==> config.mk <==
export PLATFORM = sky130hd
export DESIGN_NAME = uart_buffered_loopback_flat
export DESIGN_NICKNAME = d
export VERILOG_FILES = /design/src/rtl/uart_buffered_loopback_if.sv /design/src/rtl/uart_buffered_loopback.sv /design/src/flat_wrapper.sv
export SDC_FILE = /design/constraint.sdc
export NUM_CORES = 1
export LEC_CHECK = 0
export CORE_ASPECT_RATIO = 0.8
export CORE_MARGIN = 2
export CORE_UTILIZATION = 33
export DETAILED_ROUTE_END_ITERATION = 12
export SETUP_SLACK_MARGIN = 0.2
export SLEW_MARGIN = 20
export SYNTH_ARGS = -nofsm -noshare
export SYNTH_HDL_FRONTEND = slang
export SYNTH_SLANG_ARGS = --single-unit
==> constraint.sdc <==
create_clock -name i_clk -period 5 [get_ports i_clk]
set_input_delay 1 -clock i_clk [delete_from_list [all_inputs] [get_ports i_clk]]
set_output_delay 1 -clock i_clk [all_outputs]
set_load 0.01 [all_outputs]
==> src/rtl/uart_buffered_loopback_if.sv <==
`default_nettype none
// +----------------------------------------------------------------------------+
// | Module   : uart_buffered_loopback_if                                       |
// | Purpose  : Serial lines, TX hold/clear controls and status of the echo.    |
// | Revision : 1.0 - initial release                                          |
// +----------------------------------------------------------------------------+
interface uart_buffered_loopback_if #(
  parameter int FIFO_DEPTH = 16
) ();
  logic                          i_uart_rx;
  logic                          o_uart_tx;
  logic                          i_tx_enable;
  logic                          i_clear_err;
  logic [$clog2(FIFO_DEPTH):0]   o_fifo_count;
  logic                          o_overflow;
  logic                          o_parity_err;
  logic                          o_frame_err;

  modport slave (
    input  i_uart_rx, i_tx_enable, i_clear_err,
    output o_uart_tx, o_fifo_count, o_overflow, o_parity_err, o_frame_err
  );

  modport master (
    output i_uart_rx, i_tx_enable, i_clear_err,
    input  o_uart_tx, o_fifo_count, o_overflow, o_parity_err, o_frame_err
  );
endinterface
`default_nettype wire

==> src/rtl/uart_buffered_loopback.sv <==
`default_nettype none
// +----------------------------------------------------------------------------+
// | Module   : uart_buffered_loopback                                          |
// | Purpose  : UART echo: RX deserialiser -> FIFO -> TX serialiser, with       |
// |            configurable frame format, TX hold and sticky error flags.      |
// | Revision : 1.0 - initial release                                          |
// +----------------------------------------------------------------------------+
module uart_buffered_loopback #(
  parameter int CLKS_PER_BIT = 217,
  parameter int DATA_BITS    = 8,
  parameter int PARITY       = 0,
  parameter int STOP_BITS    = 1,
  parameter int FIFO_DEPTH   = 16
) (
  input wire                      i_clk,
  input wire                      i_reset,
  uart_buffered_loopback_if.slave bus
);

  localparam int CNT_W  = $clog2(CLKS_PER_BIT);
  localparam int BIT_W  = $clog2(DATA_BITS);
  localparam int PTR_W  = $clog2(FIFO_DEPTH);
  localparam int FCNT_W = PTR_W + 1;

  localparam logic [CNT_W-1:0]  c_bit_end  = CNT_W'(CLKS_PER_BIT - 1);
  localparam logic [CNT_W-1:0]  c_half_end = CNT_W'(CLKS_PER_BIT / 2 - 1);
  localparam logic [BIT_W-1:0]  c_data_end = BIT_W'(DATA_BITS - 1);
  localparam logic [BIT_W-1:0]  c_stop_end = BIT_W'(STOP_BITS - 1);
  localparam logic [FCNT_W-1:0] c_full     = FCNT_W'(FIFO_DEPTH);

  localparam logic [2:0] c_rx_idle  = 3'd0;
  localparam logic [2:0] c_rx_start = 3'd1;
  localparam logic [2:0] c_rx_data  = 3'd2;
  localparam logic [2:0] c_rx_par   = 3'd3;
  localparam logic [2:0] c_rx_stop  = 3'd4;
  localparam logic [2:0] c_rx_done  = 3'd5;

  localparam logic [2:0] c_tx_idle  = 3'd0;
  localparam logic [2:0] c_tx_load  = 3'd1;
  localparam logic [2:0] c_tx_start = 3'd2;
  localparam logic [2:0] c_tx_data  = 3'd3;
  localparam logic [2:0] c_tx_par   = 3'd4;
  localparam logic [2:0] c_tx_stop  = 3'd5;

  // Odd parity makes data^par carry an odd number of ones; even the opposite.
  function automatic logic par_bit(input logic [DATA_BITS-1:0] d);
    return (PARITY == 1) ? ~^d : ^d;
  endfunction

  logic                 rx_meta_q, rx_meta_d, rx_sync_q, rx_sync_d, rx_prev_q, rx_prev_d;
  logic [2:0]           rx_state_q, rx_state_d;
  logic [CNT_W-1:0]     rx_cnt_q, rx_cnt_d;
  logic [BIT_W-1:0]     rx_bit_q, rx_bit_d;
  logic [DATA_BITS-1:0] rx_shift_q, rx_shift_d;
  logic                 rx_par_err_q, rx_par_err_d, rx_frm_err_q, rx_frm_err_d;

  logic [DATA_BITS-1:0] fifo_mem_q [FIFO_DEPTH];
  logic [PTR_W-1:0]     wr_ptr_q, wr_ptr_d, rd_ptr_q, rd_ptr_d;
  logic [FCNT_W-1:0]    count_q, count_d;

  logic [2:0]           tx_state_q, tx_state_d;
  logic [CNT_W-1:0]     tx_cnt_q, tx_cnt_d;
  logic [BIT_W-1:0]     tx_bit_q, tx_bit_d;
  logic [DATA_BITS-1:0] tx_shift_q, tx_shift_d;
  logic                 tx_par_q, tx_par_d;

  logic                 overflow_q, overflow_d, parity_err_q, parity_err_d;
  logic                 frame_err_q, frame_err_d;

  logic w_rx_good, w_set_frm, w_set_par, w_set_ovf;
  logic w_push, w_pop, w_full, w_empty, w_tx;

  always_ff @(posedge i_clk) begin
    if (i_reset) begin
      rx_meta_q    <= 1'b1;
      rx_sync_q    <= 1'b1;
      rx_prev_q    <= 1'b1;
      rx_state_q   <= c_rx_idle;
      rx_cnt_q     <= '0;
      rx_bit_q     <= '0;
      rx_shift_q   <= '0;
      rx_par_err_q <= 1'b0;
      rx_frm_err_q <= 1'b0;
      wr_ptr_q     <= '0;
      rd_ptr_q     <= '0;
      count_q      <= '0;
      tx_state_q   <= c_tx_idle;
      tx_cnt_q     <= '0;
      tx_bit_q     <= '0;
      tx_shift_q   <= '0;
      tx_par_q     <= 1'b0;
      overflow_q   <= 1'b0;
      parity_err_q <= 1'b0;
      frame_err_q  <= 1'b0;
    end else begin
      rx_meta_q    <= rx_meta_d;
      rx_sync_q    <= rx_sync_d;
      rx_prev_q    <= rx_prev_d;
      rx_state_q   <= rx_state_d;
      rx_cnt_q     <= rx_cnt_d;
      rx_bit_q     <= rx_bit_d;
      rx_shift_q   <= rx_shift_d;
      rx_par_err_q <= rx_par_err_d;
      rx_frm_err_q <= rx_frm_err_d;
      wr_ptr_q     <= wr_ptr_d;
      rd_ptr_q     <= rd_ptr_d;
      count_q      <= count_d;
      tx_state_q   <= tx_state_d;
      tx_cnt_q     <= tx_cnt_d;
      tx_bit_q     <= tx_bit_d;
      tx_shift_q   <= tx_shift_d;
      tx_par_q     <= tx_par_d;
      overflow_q   <= overflow_d;
      parity_err_q <= parity_err_d;
      frame_err_q  <= frame_err_d;
    end
  end

  always_ff @(posedge i_clk) begin
    if (w_push) begin
      fifo_mem_q[wr_ptr_q] <= rx_shift_q;
    end
  end

  // RX next state: a start edge is the synchronised 1->0, so a line held low
  // after a bad stop bit does not retrigger.
  always_comb begin
    rx_meta_d    = bus.i_uart_rx;
    rx_sync_d    = rx_meta_q;
    rx_prev_d    = rx_sync_q;
    rx_state_d   = rx_state_q;
    rx_cnt_d     = rx_cnt_q;
    rx_bit_d     = rx_bit_q;
    rx_shift_d   = rx_shift_q;
    rx_par_err_d = rx_par_err_q;
    rx_frm_err_d = rx_frm_err_q;
    case (rx_state_q)
      c_rx_idle: begin
        if (rx_prev_q && !rx_sync_q) begin
          rx_state_d   = c_rx_start;
          rx_cnt_d     = '0;
          rx_par_err_d = 1'b0;
          rx_frm_err_d = 1'b0;
        end
      end
      c_rx_start: begin
        if (rx_cnt_q == c_half_end) begin
          rx_cnt_d   = '0;
          rx_bit_d   = '0;
          rx_state_d = rx_sync_q ? c_rx_idle : c_rx_data;
        end else begin
          rx_cnt_d = rx_cnt_q + CNT_W'(1);
        end
      end
      c_rx_data: begin
        if (rx_cnt_q == c_bit_end) begin
          rx_cnt_d   = '0;
          rx_shift_d = {rx_sync_q, rx_shift_q[DATA_BITS-1:1]};
          if (rx_bit_q == c_data_end) begin
            rx_bit_d   = '0;
            rx_state_d = (PARITY != 0) ? c_rx_par : c_rx_stop;
          end else begin
            rx_bit_d = rx_bit_q + BIT_W'(1);
          end
        end else begin
          rx_cnt_d = rx_cnt_q + CNT_W'(1);
        end
      end
      c_rx_par: begin
        if (rx_cnt_q == c_bit_end) begin
          rx_cnt_d     = '0;
          rx_bit_d     = '0;
          rx_par_err_d = (rx_sync_q != par_bit(rx_shift_q));
          rx_state_d   = c_rx_stop;
        end else begin
          rx_cnt_d = rx_cnt_q + CNT_W'(1);
        end
      end
      c_rx_stop: begin
        if (rx_cnt_q == c_bit_end) begin
          rx_cnt_d = '0;
          if (!rx_sync_q) begin
            rx_frm_err_d = 1'b1;
          end
          if (rx_bit_q == c_stop_end) begin
            rx_state_d = c_rx_done;
          end else begin
            rx_bit_d = rx_bit_q + BIT_W'(1);
          end
        end else begin
          rx_cnt_d = rx_cnt_q + CNT_W'(1);
        end
      end
      default: rx_state_d = c_rx_idle;
    endcase
  end

  always_comb begin
    w_set_frm = (rx_state_q == c_rx_done) && rx_frm_err_q;
    w_set_par = (rx_state_q == c_rx_done) && !rx_frm_err_q && rx_par_err_q;
    w_rx_good = (rx_state_q == c_rx_done) && !rx_frm_err_q && !rx_par_err_q;
  end

  // A pop in the same cycle frees a slot, so a full FIFO still accepts the push.
  always_comb begin
    w_full    = (count_q == c_full);
    w_empty   = (count_q == '0);
    w_push    = w_rx_good && (!w_full || w_pop);
    w_set_ovf = w_rx_good && w_full && !w_pop;
    wr_ptr_d  = w_push ? wr_ptr_q + PTR_W'(1) : wr_ptr_q;
    rd_ptr_d  = w_pop ? rd_ptr_q + PTR_W'(1) : rd_ptr_q;
    case ({w_push, w_pop})
      2'b10:   count_d = count_q + FCNT_W'(1);
      2'b01:   count_d = count_q - FCNT_W'(1);
      default: count_d = count_q;
    endcase
    overflow_d   = (overflow_q && !bus.i_clear_err) || w_set_ovf;
    parity_err_d = (parity_err_q && !bus.i_clear_err) || w_set_par;
    frame_err_d  = (frame_err_q && !bus.i_clear_err) || w_set_frm;
  end

  always_comb begin
    tx_state_d = tx_state_q;
    tx_cnt_d   = tx_cnt_q;
    tx_bit_d   = tx_bit_q;
    tx_shift_d = tx_shift_q;
    tx_par_d   = tx_par_q;
    case (tx_state_q)
      c_tx_idle: begin
        if (!w_empty && bus.i_tx_enable) begin
          tx_state_d = c_tx_load;
        end
      end
      c_tx_load: begin
        tx_shift_d = fifo_mem_q[rd_ptr_q];
        tx_par_d   = par_bit(fifo_mem_q[rd_ptr_q]);
        tx_cnt_d   = '0;
        tx_state_d = c_tx_start;
      end
      c_tx_start: begin
        if (tx_cnt_q == c_bit_end) begin
          tx_cnt_d   = '0;
          tx_bit_d   = '0;
          tx_state_d = c_tx_data;
        end else begin
          tx_cnt_d = tx_cnt_q + CNT_W'(1);
        end
      end
      c_tx_data: begin
        if (tx_cnt_q == c_bit_end) begin
          tx_cnt_d   = '0;
          tx_shift_d = tx_shift_q >> 1;
          if (tx_bit_q == c_data_end) begin
            tx_bit_d   = '0;
            tx_state_d = (PARITY != 0) ? c_tx_par : c_tx_stop;
          end else begin
            tx_bit_d = tx_bit_q + BIT_W'(1);
          end
        end else begin
          tx_cnt_d = tx_cnt_q + CNT_W'(1);
        end
      end
      c_tx_par: begin
        if (tx_cnt_q == c_bit_end) begin
          tx_cnt_d   = '0;
          tx_bit_d   = '0;
          tx_state_d = c_tx_stop;
        end else begin
          tx_cnt_d = tx_cnt_q + CNT_W'(1);
        end
      end
      c_tx_stop: begin
        if (tx_cnt_q == c_bit_end) begin
          tx_cnt_d = '0;
          if (tx_bit_q == c_stop_end) begin
            tx_state_d = c_tx_idle;
          end else begin
            tx_bit_d = tx_bit_q + BIT_W'(1);
          end
        end else begin
          tx_cnt_d = tx_cnt_q + CNT_W'(1);
        end
      end
      default: tx_state_d = c_tx_idle;
    endcase
  end

  always_comb begin
    w_pop = (tx_state_q == c_tx_load);
    case (tx_state_q)
      c_tx_start: w_tx = 1'b0;
      c_tx_data:  w_tx = tx_shift_q[0];
      c_tx_par:   w_tx = tx_par_q;
      default:    w_tx = 1'b1;
    endcase
  end

  assign bus.o_uart_tx    = w_tx;
  assign bus.o_fifo_count = count_q;
  assign bus.o_overflow   = overflow_q;
  assign bus.o_parity_err = parity_err_q;
  assign bus.o_frame_err  = frame_err_q;

endmodule
`default_nettype wire

==> src/flat_wrapper.sv <==
// flat-port wrapper written by rule: the top's interface ports become plain ports
module uart_buffered_loopback_flat 
#(
  parameter int CLKS_PER_BIT = 217,
  parameter int DATA_BITS    = 8,
  parameter int PARITY       = 0,
  parameter int STOP_BITS    = 1,
  parameter int FIFO_DEPTH   = 16
)
  (i_clk, i_reset, bus_i_uart_rx, bus_i_tx_enable, bus_i_clear_err, bus_o_uart_tx, bus_o_fifo_count, bus_o_overflow, bus_o_parity_err, bus_o_frame_err);
  uart_buffered_loopback_if #(.FIFO_DEPTH(FIFO_DEPTH)) bus_i ();
  input wire i_clk;
  input wire i_reset;
  input wire logic [$bits(bus_i.i_uart_rx)-1:0] bus_i_uart_rx;
  input wire logic [$bits(bus_i.i_tx_enable)-1:0] bus_i_tx_enable;
  input wire logic [$bits(bus_i.i_clear_err)-1:0] bus_i_clear_err;
  output wire logic [$bits(bus_i.o_uart_tx)-1:0] bus_o_uart_tx;
  output wire logic [$bits(bus_i.o_fifo_count)-1:0] bus_o_fifo_count;
  output wire logic [$bits(bus_i.o_overflow)-1:0] bus_o_overflow;
  output wire logic [$bits(bus_i.o_parity_err)-1:0] bus_o_parity_err;
  output wire logic [$bits(bus_i.o_frame_err)-1:0] bus_o_frame_err;
  assign bus_i.i_uart_rx = bus_i_uart_rx;
  assign bus_i.i_tx_enable = bus_i_tx_enable;
  assign bus_i.i_clear_err = bus_i_clear_err;
  assign bus_o_uart_tx = bus_i.o_uart_tx;
  assign bus_o_fifo_count = bus_i.o_fifo_count;
  assign bus_o_overflow = bus_i.o_overflow;
  assign bus_o_parity_err = bus_i.o_parity_err;
  assign bus_o_frame_err = bus_i.o_frame_err;
  uart_buffered_loopback #(.CLKS_PER_BIT(CLKS_PER_BIT), .DATA_BITS(DATA_BITS), .PARITY(PARITY), .STOP_BITS(STOP_BITS), .FIFO_DEPTH(FIFO_DEPTH)) u_core (.i_clk(i_clk), .i_reset(i_reset), .bus(bus_i));
endmodule
==> metrics.yaml, run 1 <==
status: "finished, final reports clean"
diodes: 0
netlist_area_um2: 8470
grt_start_max_net_pins: 36
min_period_over_period_pct: 65.1
dp_cells: 950
maxSlewViolCount: 0
vias: 4945
power.density_nw_per_um2: 423
hold_buffers: 0
max_clock_freq_mhz: 307
antenna_found_initial: 0
routabilityCongestion: 0.792
cts_resized: 0
tightest_slew_ns: 0.962
syn-num-nets: 666
preCtsSetupSlack_ns: 1.52
fin_nets: 670
dieHeight_um: 147
area_growth_pct: 11.9
clock_power_share_pct: 33.9
synth_cell_types: 54
setup_ws_ns: 1.75
internal-power_w: 0.00282
cp.required_ns: 5.36
rows: 52
drc: 0
path_cells: "nor2b_1 > and2_1 > and2_1 > inv_1 > fa_1 > nor2b_1 > o21ai_0 > nor2b_1 > and2_1 > a21o_1 > a211oi_1"
synth_top_area_share_pct: 45.4
numClockSinks: 198
min_period_ns: 3.25
crit_family: "simple AND/OR/NAND/NOR gates"
hold_path.class: "flip-flop to flip-flop"
final-hold-violation-count: 0
ctsHtreeMaxLevel: 4
first_iter_violations: 432
max_stage_delay_ns: 0.58
crit_type: "flip-flop to flip-flop"
ioPinCount: 14
relSlewSlack_pct: 35.8
dp_hpwl_mm: 10.6
setup_viol: 0
finClkSkew_ns: 0.0186
post_cts_buffers: 0
synth_seq_cells: 198
firstDrtPassIters: 5
synth_edf_count: 128
avgSynthCellArea_um2: 13.2
viasPerCell: 5.04
synth_area_leaders: "edfxtp_1 45%, dfxtp_1 17%, mux4_2 5.3%"
numCtsBuffers: 17
peakVddDrop_uv: 232
crit_path_end_kind: "flip-flop"
combPwrFrac_pct: 18.6
maxCapViolations: 0
numPortBuffers: 13
seq_area_frac_synth_pct: 61.9
start_util_pct: 33.6
switching_power_w: 0.00119
wl_per_cell_um: 16.7
path_clk_slew_ns: 0.08
cts_tree: "done"
async_flop_share_pct: 0
final_util_pct: 37.6
p_total_w: 0.00401
slowest_stage: "nor2b_1"
p_sw_share_pct: 29.7
final_antenna_net_count: 0
routed_wl_mm: 16.4
ys.flop_type: "edfxtp_1"
overflow: 0
synth_top_area_cell: "edfxtp_1"
grt_pass1_wl_mm: 26.4
die-area_um2: 27000
yosys_warnings: 0
cp-start-kind: "flip-flop"
die_w_um: 183
seqPwrFrac_pct: 47.5
finalNonFillerCells: 982
cts_max_path_buffers: 2
coreArea_um2: 25200
drive_above_1_share_pct: 11.1
cp_data_arrival_time_ns: 3.61
grt.total_usage_pct: 12.8
cp_num_buf_inv: 1
rsz0062_at_grt: "false"
clock_latency_ns: 0.44
leakage_nw: 3.11
postSynthCellCount: 641
fin_tns_setup_ns: 0
root_buffer: "clkbuf_16"
grt_pass1_vias: 4759
cp_max_fo: 11
## metal layers
layer	part of all wire (%)	GRT usage (%)
met1	50	19.0
met2	44	18.7
met3	5.1	3.17
met4	0.95	3.68
met5	0	0
## final cells by class
class | instances | area, µm²
clock buffer | 17 | 425
clock inverter | 15 | 170
fill | 2379 | 15800
inverter | 22 | 82.6
multi-input combinational | 390 | 3010
sequential | 198 | 5250
tap | 324 | 405
timing repair buffer | 16 | 148
## cells in the final DEF (no fill, tap or decap), types with 7 or more instances in the layout
cell               n
a311oi_1           9
nor2_1            82
dfxtp_1           69
nor2b_1           10
clkdlybuf4s50_1   12
xnor2_1           21
nand2_1           42
nand2b_1           9
ha_1              19
nor3_1             7
a22oi_1           19
a21oi_1           31
edfxtp_1         128
inv_1             22
mux4_1            12
o21ai_0           12
mux4_2            20
clkbuf_16         17
nand3_1           12
mux2i_1           11
xor2_1             9
## kinds of logic (layout without fill, tap and decap cells)
logic type,Yosys count,after routing,synth area share (%)
XOR/XNOR,30,30,3.10
buffers and inverters,53,70,2.85
multiplexers,43,43,10.3
AO/OA/AOI/OAI,96,96,7.78
adder cells (fa/ha/maj),20,20,3.04
flip-flops,198,198,61.9
AND/OR/NAND/NOR,201,201,11.0
## synthesized netlist by cell type (2+ instances only)
library cell and count:
dfxtp_1 70, a31o_2 2, inv_1 22, a22oi_1 19
a211oi_1 2, nand3b_1 2, a311oi_1 9, nor4_1 5
and3_1 2, nand3_1 12, edfxtp_1 128, buf_1 3
buf_2 6, nor2b_1 10, buf_6 4, or3_1 3
nand2b_1 9, or2_2 5, and2_1 6, xnor2_1 21
ha_1 19, clkbuf_1 16, o21ai_0 12, nand4b_1 2
xor2_1 9, nand4_1 5, mux4_1 12, nand2_1 42
nor2_1 82, a41oi_1 2, mux2i_1 11, a21o_1 4
nor3_1 11, a21oi_1 31, a32oi_1 4, mux4_2 20
or4_1 2
## worst paths after layout
kind                              from                         end  slack (ns)  depth (start not counted)
setup reg to reg  u_core.tx_state_q[0]  u_core.bus.o_fifo_count[4]        1.75                         11
setup / recovery  u_core.tx_state_q[0]  u_core.bus.o_fifo_count[4]        1.75                         11
hold / removal        u_core.rx_meta_q            u_core.rx_prev_d        0.42                          1
hold reg to reg       u_core.rx_meta_q            u_core.rx_prev_d        0.42                          1
## worst register-to-register path, delay by kind of cell (launching register included)
kind                       cells  cell delay, ns
buffers and inverters          1            0.08
and+or+nand+nor                6            1.81
DFF                            1            0.47
AOI/OAI and AO/OA              3            0.44
adders and majority gates      1            0.37
## stage by stage
step | hold slack (ns) | area [µm²]
2_1_floorplan | 0.389 | 8470
3_3_place_gp | 0.399 | 8870
3_5_place_dp | 0.398 | 8870
4_1_cts | 0.418 | 9470
5_1_grt | 0.461 | 9490
6_report | 0.416 | 9490
## power groups by stage
stage	registers, W	logic (W)	clock network, W
6_report	0.00190	0.000744	0.00136
5_1_grt	0.00192	0.000833	0.00146
4_1_cts	0.00191	0.000749	0.00139
3_5_place_dp	0.00194	0.000741	0
3_3_place_gp	0.00194	0.000739	0
2_1_floorplan	0.00186	0.000659	0
## flip-flops by register name, summed over array words and instances, names as in the netlist, 4 cells and up, named ones only
name	flops
u_core.rd_ptr_q	4
u_core.bus.o_fifo_count	5
u_core.tx_cnt_q	8
u_core.wr_ptr_q	4
u_core.rx_shift_q	8
u_core.rx_cnt_q	8
u_core.fifo_mem_q	128
u_core.tx_shift_q	8
No activity file was read; power rests on OpenSTA's default activity.
==> run 2, diff against run 1 <==
Clock period 5 ns to 3.3 ns, I/O delays scaled along.
==> run 2 against run 1 <==
Utilization grew 0.74 points; clock power grew 60%; total power grew 55%; flip-flop and latch count is the same; non-clock buffer count grew 23; final area grew 2.0%; worst setup slack lost 1.2 ns; final cell count grew 2.3%; sequential share of layout area shrank 1.1 points; largest power group unchanged.
==> metrics.yaml, run 2 (synthesis results as in run 1) <==
status: "finished, final reports clean"
cp-start-kind: "flip-flop"
routabilityCongestion: 0.797
relSlewSlack_pct: 31.9
crit_path_end_kind: "output port"
start_util_pct: 33.6
cp_data_arrival_time_ns: 2.09
antenna_found_initial: 0
cp_max_fo: 16
crit_family: "flip-flops"
grt_pass1_wl_mm: 27.4
max_clock_freq_mhz: 363
crit_cells: 3
peakVddDrop_uv: 403
reg2reg_from: "u_core.tx_state_q[0]"
leakage_nw: 3.22
largest_reg_flops: 128
grt_pass1_vias: 4898
dieHeight_um: 147
cp.required_ns: 2.64
clock_latency_ns: 0.44
maxSlewViolCount: 0
viasPerCell: 5.04
diodes: 0
rows: 52
hold_path.class: "flip-flop to flip-flop"
post_cts_buffers: 0
grt_start_max_net_pins: 54
cp-endpoint: "bus_o_uart_tx"
ctsHtreeMaxLevel: 4
root_buffer: "clkbuf_16"
die_w_um: 183
cts_tree: "done"
hold_buffers: 0
max_stage_delay_ns: 0.65
min_path_cells: 1
wl_per_cell_um: 17.1
first_iter_violations: 557
ff2ff_setup_slack_ns: 0.59
fin_tns_setup_ns: 0
die-area_um2: 27000
min_period_ns: 2.75
overflow: 0
setup_viol: 0
routed_wl_mm: 17.2
cp-startpoint: "u_core.tx_state_q[1]"
grt.total_usage_pct: 13.2
final-hold-violation-count: 0
layout_commonest_cell: "edfxtp_1"
crit_type: "flip-flop to output port"
fin_hold_ws_ns: 0.439
fin_nets: 693
cp_num_buf_inv: 1
power.density_nw_per_um2: 645
dp_hpwl_mm: 11.4
worstHoldStart: "u_core.rx_meta_q"
tightest_slew_ns: 1.02
dp_cells: 973
firstDrtPassIters: 5
rsz0062_at_grt: "false"
largest_register: "u_core.fifo_mem_q"
ioPinCount: 14
numClockSinks: 198
numPortBuffers: 13
numCtsBuffers: 17
finalNonFillerCells: 1005
maxCapViolations: 0
slowest_stage: "dfxtp_1"
finClkSkew_ns: 0.0142
path_clk_slew_ns: 0.07
drc: 0
cts_max_path_buffers: 2
area_growth_pct: 14.1
reg2reg_depth: 12
cts_resized: 0
vias: 5061
coreArea_um2: 25200
drive_above_1_share_pct: 13.4
reg2reg_to: "u_core.bus.o_fifo_count[4]"
final_cell_mix: "128 x edfxtp_1, 82 x nor2_1, 69 x dfxtp_1, 42 x nand2_1, 31 x a21oi_1"
min_period_over_period_pct: 83.4
path_cells: "nor2_1 > a31oi_1 > clkdlybuf4s50_1"
final_antenna_net_count: 0
## run 2: worst min-delay path by stage
stage / endpoint
finish: u_core.rx_prev_d
floorplan: u_core.rx_prev_d
global route: u_core.rx_prev_d
global placement: u_core.rx_prev_d
CTS: u_core.rx_prev_d
detailed placement: u_core.rx_prev_d
## run 2: per-stage QoR
step	utilization [%]	setup WS [ns]	power (W)	instance area, µm²
floorplan	-	0.766	0.00382	8470
global placement	35.9	0.683	0.00411	9050
detailed placement	35.9	0.600	0.00412	9050
CTS	38.3	0.530	0.00628	9670
global route	38.3	0.322	0.00652	9670
finish	38.3	0.547	0.00623	9670
## run 2: where the power goes
part           switching, W  leakage [nW]  internal, W
Combinational      0.000643          1.17     0.000572
Sequential         0.000142          1.75      0.00270
Clock              0.000960         0.294      0.00121
## run 2: worst register-to-register path, cell delays in order, from the launching register on
cell,delay [ns]
dfxtp_1,0.47
nor2b_1,0.17
buf_4,0.18
and2_1,0.17
and2_1,0.26
inv_1,0.10
fa_1,0.39
nor2b_1,0.16
o21ai_0,0.08
nor2b_1,0.14
and2_1,0.16
a21o_1,0.15
a211oi_1,0.20
## run 2: metal layers
metal	vias up	wire length, µm	track usage (%)
li1	2441	-	-
met1	2515	8640	19.7
met2	94	7760	19.7
met3	11	657	2.88
met4	0	170	3.08
met5	-	0	0
## run 2: cell type report
type	count	area [µm²]
inverter	22	82.6
timing repair buffer	39	333
clock inverter	15	191
sequential	198	5250
fill	2396	15600
tap	324	405
clock buffer	17	425
multi-input combinational	390	2990
